<file path="src/rtl/point_ram_arbiter.sv">
// Point RAM arbiter: shares one single-port point RAM between the host loader
// (reads and writes) and the k-means controller (reads only).
//
// Ports:
//   clk, rst                  clock, asynchronous active-high reset
//   host_req/we/addr/wdata    host access request (level, held until host_gnt)
//   host_gnt, host_rvalid     host grant (combinational), host read data valid
//   core_req/lock/addr        controller read request, classification-pass priority
//   core_gnt, core_rvalid     core grant (combinational), core read data valid
//   ram_addr/wdata            registered RAM address and write data
//   ram_csb_n/web_n/oeb_n     active-low RAM chip select, write enable, output enable
//
// A grant in cycle N registers the command so it drives the RAM pins in N+1.
// Read data comes back in N+2, tagged with its owner by a two-stage shift.
module point_ram_arbiter #(
  parameter int unsigned ADDR_WIDTH     = 9,
  parameter int unsigned DATA_WIDTH     = 50,
  parameter int unsigned MAX_WAIT       = 15,
  parameter int unsigned WAIT_CNT_WIDTH = 4
) (
  input  logic                  clk,
  input  logic                  rst,
  input  logic                  host_req,
  input  logic                  host_we,
  input  logic [ADDR_WIDTH-1:0] host_addr,
  input  logic [DATA_WIDTH-1:0] host_wdata,
  output logic                  host_gnt,
  output logic                  host_rvalid,
  input  logic                  core_req,
  input  logic                  core_lock,
  input  logic [ADDR_WIDTH-1:0] core_addr,
  output logic                  core_gnt,
  output logic                  core_rvalid,
  output logic [ADDR_WIDTH-1:0] ram_addr,
  output logic [DATA_WIDTH-1:0] ram_wdata,
  output logic                  ram_csb_n,
  output logic                  ram_web_n,
  output logic                  ram_oeb_n
);

  localparam logic [1:0] IDLE = 2'd0;
  localparam logic [1:0] HOST = 2'd1;
  localparam logic [1:0] CORE = 2'd2;

  localparam logic WIN_HOST = 1'b0;
  localparam logic WIN_CORE = 1'b1;

  localparam logic [WAIT_CNT_WIDTH-1:0] WAIT_LIMIT = WAIT_CNT_WIDTH'(MAX_WAIT);

  logic [1:0]                state, state_next;
  logic [WAIT_CNT_WIDTH-1:0] wait_cnt, wait_cnt_next;
  logic                      last_winner;
  logic                      cmd_we;
  logic [ADDR_WIDTH-1:0]     cmd_addr;
  logic [DATA_WIDTH-1:0]     cmd_wdata;
  logic [1:0]                rd_valid;  // [0]: command stage, [1]: data-return stage
  logic [1:0]                rd_host;
  logic                      host_win, core_win;

  // Arbitration, highest priority first. No grants while in reset.
  always_comb begin
    host_win = 1'b0;
    core_win = 1'b0;
    if (!rst) begin
      if (host_req && (wait_cnt == WAIT_LIMIT)) begin
        host_win = 1'b1;                // anti-starvation override beats the lock
      end else if (core_req && core_lock) begin
        core_win = 1'b1;
      end else if (host_req && core_req) begin
        if (last_winner == WIN_CORE) host_win = 1'b1;
        else                         core_win = 1'b1;
      end else if (host_req) begin
        host_win = 1'b1;
      end else if (core_req) begin
        core_win = 1'b1;
      end
    end
  end

  assign host_gnt = host_win;
  assign core_gnt = core_win;

  always_comb begin
    state_next = IDLE;
    if (host_win)      state_next = HOST;
    else if (core_win) state_next = CORE;
  end

  // Counts cycles the host has been kept waiting; a dropped request restarts it.
  always_comb begin
    wait_cnt_next = wait_cnt;
    if (!host_req || host_win)      wait_cnt_next = '0;
    else if (wait_cnt != WAIT_LIMIT) wait_cnt_next = wait_cnt + 1'b1;
  end

  always_ff @(posedge clk or posedge rst) begin
    if (rst) begin
      state       <= IDLE;
      wait_cnt    <= '0;
      last_winner <= WIN_CORE;
      cmd_we      <= 1'b0;
      cmd_addr    <= '0;
      cmd_wdata   <= '0;
      rd_valid    <= '0;
      rd_host     <= '0;
    end else begin
      state    <= state_next;
      wait_cnt <= wait_cnt_next;
      if (host_win) begin
        cmd_we      <= host_we;
        cmd_addr    <= host_addr;
        cmd_wdata   <= host_wdata;
        last_winner <= WIN_HOST;
      end else if (core_win) begin
        cmd_we      <= 1'b0;
        cmd_addr    <= core_addr;
        last_winner <= WIN_CORE;
      end
      rd_valid <= {rd_valid[0], (host_win && !host_we) || core_win};
      rd_host  <= {rd_host[0], host_win};
    end
  end

  // Pins decode from registered state, so reset returns them to idle immediately.
  always_comb begin
    ram_csb_n = (state == IDLE);
    ram_web_n = !((state != IDLE) && cmd_we);
    ram_oeb_n = !((state != IDLE) && !cmd_we);
  end

  assign ram_addr    = cmd_addr;
  assign ram_wdata   = cmd_wdata;
  assign host_rvalid = rd_valid[1] && rd_host[1];
  assign core_rvalid = rd_valid[1] && !rd_host[1];

endmodule

</file>
<file path="config.mk">
export PLATFORM = sky130hd
export DESIGN_NAME = point_ram_arbiter
export DESIGN_NICKNAME = d
export VERILOG_FILES = /design/src/rtl/point_ram_arbiter.sv
export SDC_FILE = /design/constraint.sdc
export NUM_CORES = 1
export LEC_CHECK = 0
export CORE_UTILIZATION = 25
export CTS_CLUSTER_DIAMETER = 40
export DETAILED_ROUTE_END_ITERATION = 6
export HOLD_SLACK_MARGIN = 0.03
export PLACE_DENSITY = 0.63
export SLEW_MARGIN = 20
export SYNTH_ARGS = -nofsm -noshare
export SYNTH_HDL_FRONTEND = slang
export SYNTH_SLANG_ARGS = --single-unit
export TNS_END_PERCENT = 20
</file>
<file path="constraint.sdc">
create_clock -name clk -period 2.6 [get_ports clk]
set_input_delay 0.39 -clock clk [delete_from_list [all_inputs] [get_ports clk]]
set_output_delay 0.39 -clock clk [all_outputs]
set_load 0.005 [all_outputs]
</file>
==> impl_metrics.py, run 1 <==
metrics = {
    "global_routing": {
        "met3_usage": 0.04521,
        "grt-busiest-layer": "met2",
        "use_met1": 0.1469,
        "grt_max_degree": 70,
        "grt_usage": 0.1190,
        "grt_pass1_wl_um": 10470,
        "grt_pass1_vias": 2116,
        "antenna_found_initial": 0,
        "globalRouteOverflowTotal": 0,
        "use_met2": 0.1843,
    },
    "floorplanning": {
        "coreArea_mm2": 0.01089,
        "dieArea_mm2": 0.01165,
        "start_util": 0.2578,
        "die_w_um": 108.0,
        "pin_count": 140,
        "fp.dieH_um": 108.0,
        "rows": 38,
    },
    "routing": {
        "drc": 0,
        "drt_iter0_markers": 44,
        "drtAntennaViolNets": 0,
        "vias": 2029,
        "dr.pass1.iters": 5,
        "wl_per_cell_um": 13.97,
        "wl_um": 6609,
        "viasPerCell": 4.290,
    },
    "critical_path": {
        "required_ns": 2.21,
        "arrival_ns": 2.08,
        "r2r_slack_ns": 0.54,
        "crit_chain": "ha_1, nand3_1, a311oi_4, clkdlybuf4s50_1",
        "timing.rr.start": "wait_cnt[0]",
        "cp_top_family": "buffers and inverters",
        "critPathBufInv": 1,
        "start_kind": "flop",
        "slowest_delay_ns": 0.57,
        "slowest_stage": "clkdlybuf4s50_1",
        "startpoint": "wait_cnt[0]",
        "cp_max_fo": 5,
        "end_kind": "primary output",
        "path_class": "flop to primary output",
    },
    "finish": {
        "fillers": 1044,
        "regArea_mm2": 0.001753,
        "area_growth_pct": 62.82,
        "nets": 403,
        "final_cells": 473,
        "n_antenna_cell": 0,
        "final_cell_mix": "138 x clkdlybuf4s50_1, 69 x dfrtp_1, 48 x mux2_2",
        "multi_input_area_um2": 958.4,
        "final_common_cell": "clkdlybuf4s50_1",
        "drive_above_1_share": 0.2192,
    },
    "sta": {
        "skew_ns": 0.006728,
        "report.final.slew_viol_count": 0,
        "rsz0062_at_grt": "false",
        "period_share": 0.9487,
        "setup_slack_ns": 0.1335,
        "hold_ws_ns": 0.3514,
        "fmax_mhz": 405.4,
        "hold_violations": 0,
        "fin_setup_tns_ns": 0,
        "worstMarginPinSlew_ns": 0.4267,
        "period_minus_slack_ns": 2.466,
        "relSlewSlack": 0.7115,
        "setup_viol": 0,
    },
    "logic_synthesis": {
        "syn_inst": 185,
        "ys_warn_count": 0,
        "synth-edff-count": 0,
        "postSynthAreaPerCell_um2": 15.17,
        "ys_ff_latch": 70,
        "synth_flop_cell": "dfrtp_1",
        "async_reset_ff_frac": 1.000,
        "netlist_area_mm2": 0.002806,
        "seq_area_frac_synth": 0.6246,
        "synth_nets": 260,
        "synth_cell_types": 30,
    },
    "status": {
        "outcome": "finished, final reports clean",
    },
    "clock_network": {
        "clk_pin_slew_ns": 0.07,
        "htreeDepth": 3,
        "cts_buffers": 9,
        "post_cts_buffers": 0,
        "worstSkewPairLatency_ns": 0.34,
        "ctsHoldBuffers": 0,
        "cts-resized-gates": 2,
        "cts_root_buffer": "clkbuf_8",
        "cts_tree": "built",
        "clockBufferDepth": 2,
        "cts_sinks": 70,
    },
    "place": {
        "gp_congestion": 0.7674,
        "io_buffers": 139,
        "dp.cells": 457,
        "pre_cts_ws_ns": 0.2202,
        "dp_hpwl_um": 4672,
    },
    "hold_path": {
        "hp-class": "flop to flop",
        "min_from": "rd_valid[0]",
    },
    "pwr": {
        "power_mw": 3.220,
        "leakagePower_nw": 1.925,
        "vdd_ir_drop_max_v": 0.0002763,
        "powerDensity_mw_per_mm2": 704.8,
    },
    "run": {
        "maxCapViolCount": 0,
    },
}
[through the flow]
step	utilization	area, um^2
2_1_floorplan	-	2806
3_3_place_gp	0.3982	4335
3_5_place_dp	0.3982	4335
4_1_cts	0.4197	4569
5_1_grt	0.4197	4569
6_report	0.4197	4569
[cell families after synthesis]
logic type,count (synthesis),synth area share
multiplexers,51,0.2042
XOR/XNOR,1,0.003121
buffers and inverters,13,0.03834
adder cells (fa/ha/maj),1,0.004458
AO/OA/AOI/OAI,25,0.06955
flip-flops,70,0.6246
AND/OR/NAND/NOR,24,0.05573
[synthesized netlist by cell type (3+ instances only)]
| cell | instances | area share |
|---|---|---|
| dfrtp_1 | 69 | 0.62 |
| mux2_2 | 48 | 0.19 |
| a21o_1 | 10 | 0.027 |
| a22o_1 | 9 | 0.028 |
| buf_6 | 7 | 0.028 |
| nand3_1 | 4 | 0.0071 |
| nor2_1 | 4 | 0.0053 |
| o21ai_0 | 4 | 0.0071 |
| inv_1 | 3 | 0.0040 |
| nand2b_1 | 3 | 0.0067 |
[power by group]
| part | internal, mW | leakage (nW) | switching, mW |
|---|---|---|---|
| Combinational | 0.581 | 0.963 | 0.230 |
| Clock | 0.618 | 0.120 | 0.405 |
| Sequential | 1.29 | 0.842 | 0.0981 |
[worst paths after layout]
path,to,depth (start not counted)
worst max-delay path,host_gnt,4
worst min-delay path,rd_valid[1],0
worst max register to register,ram_wdata[30],5
worst min register to register,rd_valid[1],0
max in group asynchronous,ram_wdata[8],3
min in group asynchronous,last_winner,2
[worst register-to-register path: stages, from the launching register on]
cell      delay, ns
dfrtp_1        0.42
ha_1           0.26
nand3_1        0.14
a311oi_4       0.35
buf_12         0.32
mux2_2         0.47
[registers in the layout, indices dropped and copies added (netlist names)]
signal / count
state: 1
rd_valid: 2
cmd_we: 1
ram_wdata: 50
rd_host: 2
ram_addr: 9
last_winner: 1
wait_cnt: 4
[final cells by class]
cell class	count	area share
Sequential cell	70	0.3836
Timing Repair Buffer	142	0.3146
Multi-Input combinational cell	102	0.2097
Tap cell	140	0.03834
Clock buffer	13	0.03697
Clock inverter	3	0.01424
Inverter	3	0.002464
[layer usage]
layer / wire length, um / up-vias / share of wire
li1: - / 949 / -
met1: 2762 / 978 / 0.42
met2: 3151 / 95 / 0.48
met3: 625 / 7 / 0.095
met4: 69 / 0 / 0.010
met5: 0 / - / 0
Note: power is estimated with default switching activity, not from simulation.
==> run 2: changes to the inputs <==
--- a/config.mk
+++ b/config.mk
@@ -9,7 +9,7 @@
 export CTS_CLUSTER_DIAMETER = 40
 export DETAILED_ROUTE_END_ITERATION = 6
 export HOLD_SLACK_MARGIN = 0.03
-export PLACE_DENSITY = 0.63
+export PLACE_DENSITY = 0.64
 export SLEW_MARGIN = 20
 export SYNTH_ARGS = -nofsm -noshare
 export SYNTH_HDL_FRONTEND = slang
==> constraint.sdc (replaced) <==
create_clock -name clk -period 2.6 [get_ports clk]
set_input_delay 0.52 -clock clk [delete_from_list [all_inputs] [get_ports clk]]
set_output_delay 0.52 -clock clk [all_outputs]
set_load 0.005 [all_outputs]
==> impl_metrics.py, run 2 (synthesis results as in run 1) <==
metrics = {
    "finish": {
        "final_cell_mix": "138 x clkdlybuf4s50_1, 69 x dfrtp_1, 48 x mux2_2",
        "drive_above_1_share": 0.2382,
        "nets": 410,
        "n_antenna_cell": 0,
        "final_common_cell": "clkdlybuf4s50_1",
        "largest_reg_flops": 50,
        "area_growth_pct": 65.54,
        "final_cells": 480,
        "fillers": 1045,
    },
    "pwr": {
        "vdd_ir_drop_max_v": 0.0002407,
        "power_mw": 3.278,
        "powerDensity_mw_per_mm2": 705.7,
        "leakagePower_nw": 1.965,
    },
    "clock_network": {
        "cts_tree": "built",
        "worstSkewPairLatency_ns": 0.34,
        "cts_root_buffer": "clkbuf_8",
        "clockBufferDepth": 2,
        "htreeDepth": 3,
        "clk_pin_slew_ns": 0.08,
        "ctsHoldBuffers": 0,
        "cts_buffers": 9,
        "cts_sinks": 70,
    },
    "global_routing": {
        "grt_usage": 0.1228,
        "antenna_found_initial": 0,
        "globalRouteOverflowTotal": 0,
        "grt_pass1_wl_um": 10850,
        "grt_max_degree": 38,
        "grt_pass1_vias": 2147,
    },
    "critical_path": {
        "cp_top_family": "buffers and inverters",
        "slowest_delay_ns": 0.56,
        "start_kind": "primary input",
        "critPathBufInv": 4,
        "cp_common_cell": "clkdlybuf4s50_1",
        "path_class": "primary input to primary output",
        "crit_chain": "clkdlybuf4s50_1, buf_4, inv_1, a311oi_4, clkdlybuf4s50_1",
        "cp_max_fo": 3,
        "slowest_stage": "clkdlybuf4s50_1",
        "required_ns": 2.08,
        "arrival_ns": 2.02,
        "end_kind": "primary output",
    },
    "floorplanning": {
        "coreArea_mm2": 0.01089,
        "pin_count": 140,
        "die_w_um": 108.0,
        "rows": 38,
        "dieArea_mm2": 0.01165,
        "start_util": 0.2578,
        "fp.dieH_um": 108.0,
    },
    "sta": {
        "setup_viol": 0,
        "relSlewSlack": 0.6908,
        "rsz0062_at_grt": "false",
        "worstMarginPinSlew_ns": 0.4633,
        "report.final.slew_viol_count": 0,
        "hold_violations": 0,
        "skew_ns": 0.009842,
        "fmax_mhz": 393.1,
        "setup_slack_ns": 0.05620,
        "period_minus_slack_ns": 2.544,
        "period_share": 0.9784,
    },
    "routing": {
        "vias": 2073,
        "drtAntennaViolNets": 0,
        "wl_per_cell_um": 14.37,
        "dr.pass1.iters": 4,
        "drt_iter0_markers": 46,
        "drc": 0,
        "viasPerCell": 4.319,
        "wl_um": 6899,
    },
    "status": {
        "outcome": "finished, final reports clean",
    },
    "place": {
        "pre_cts_ws_ns": -0.01059,
        "dp.cells": 463,
        "io_buffers": 139,
        "gp_congestion": 0.7900,
        "dp_hpwl_um": 5083,
    },
    "hold_path": {
        "hp-class": "flop to flop",
    },
    "run": {
        "maxCapViolCount": 0,
    },
}
-- run 2: report_power, final --
group,leakage (nW),switching [mW],internal (mW)
registers,0.842,0.103,1.29
logic,0.997,0.233,0.589
clock network,0.126,0.403,0.662
total,1.97,0.739,2.54
-- run 2: metrics by stage --
stage / utilization / hold WS, ns / cell area [um^2] / TNS, ns
4_1_cts: 0.4248 / 0.3558 / 4626 / 0
6_report: 0.4267 / 0.3528 / 4646 / 0
3_5_place_dp: 0.4023 / 0.3363 / 4380 / -0.01059
5_1_grt: 0.4267 / 0.3765 / 4646 / 0
2_1_floorplan: - / 0.3312 / 2806 / 0
3_3_place_gp: 0.4023 / 0.3350 / 4380 / 0
-- run 2: metal layers --
metal | part of all wire | track usage | wire length (um) | up-vias
li1 | - | - | - | 959
met1 | 0.42 | 0.1479 | 2878 | 1026
met2 | 0.49 | 0.1961 | 3376 | 79
met3 | 0.079 | 0.04702 | 547 | 9
met4 | 0.014 | 0.05088 | 96 | 0
met5 | 0 | 0 | 0 | -
-- run 2: area by class of cell --
type                    count  area, um^2  share of cell area
multi-input cells         102       969.7              0.2087
inverters                   3       11.26            0.002424
clock buffers              10       137.6             0.02963
flip-flops and latches     70        1753              0.3773
well taps                 140       175.2             0.03771
clock inverters             6       108.9             0.02343
repair buffers            149        1490              0.3208
-- run 2: path summary, 6_finish.rpt --
kind / to / cells after the start / startpoint / slack [ns]
min in group asynchronous: ram_addr[8] / 3 / rst / 0.74
hold reg to reg: rd_valid[1] / 0 / rd_valid[0] / 0.35
max in group asynchronous: ram_wdata[19] / 4 / rst / 1.27
setup reg to reg: ram_wdata[19] / 6 / wait_cnt[1] / 0.50
setup / recovery: host_gnt / 5 / host_req / 0.06
hold / removal: rd_valid[1] / 0 / rd_valid[0] / 0.35
-- run 2: repair_timing --
| item | CTS | global route |
|---|---|---|
| resized for setup | 1 | 2 |
| buffers inserted | 0 | 1 |
| endpoints found under the setup margin | 1 | 1 |
| endpoints found under the hold margin | 0 | 0 |
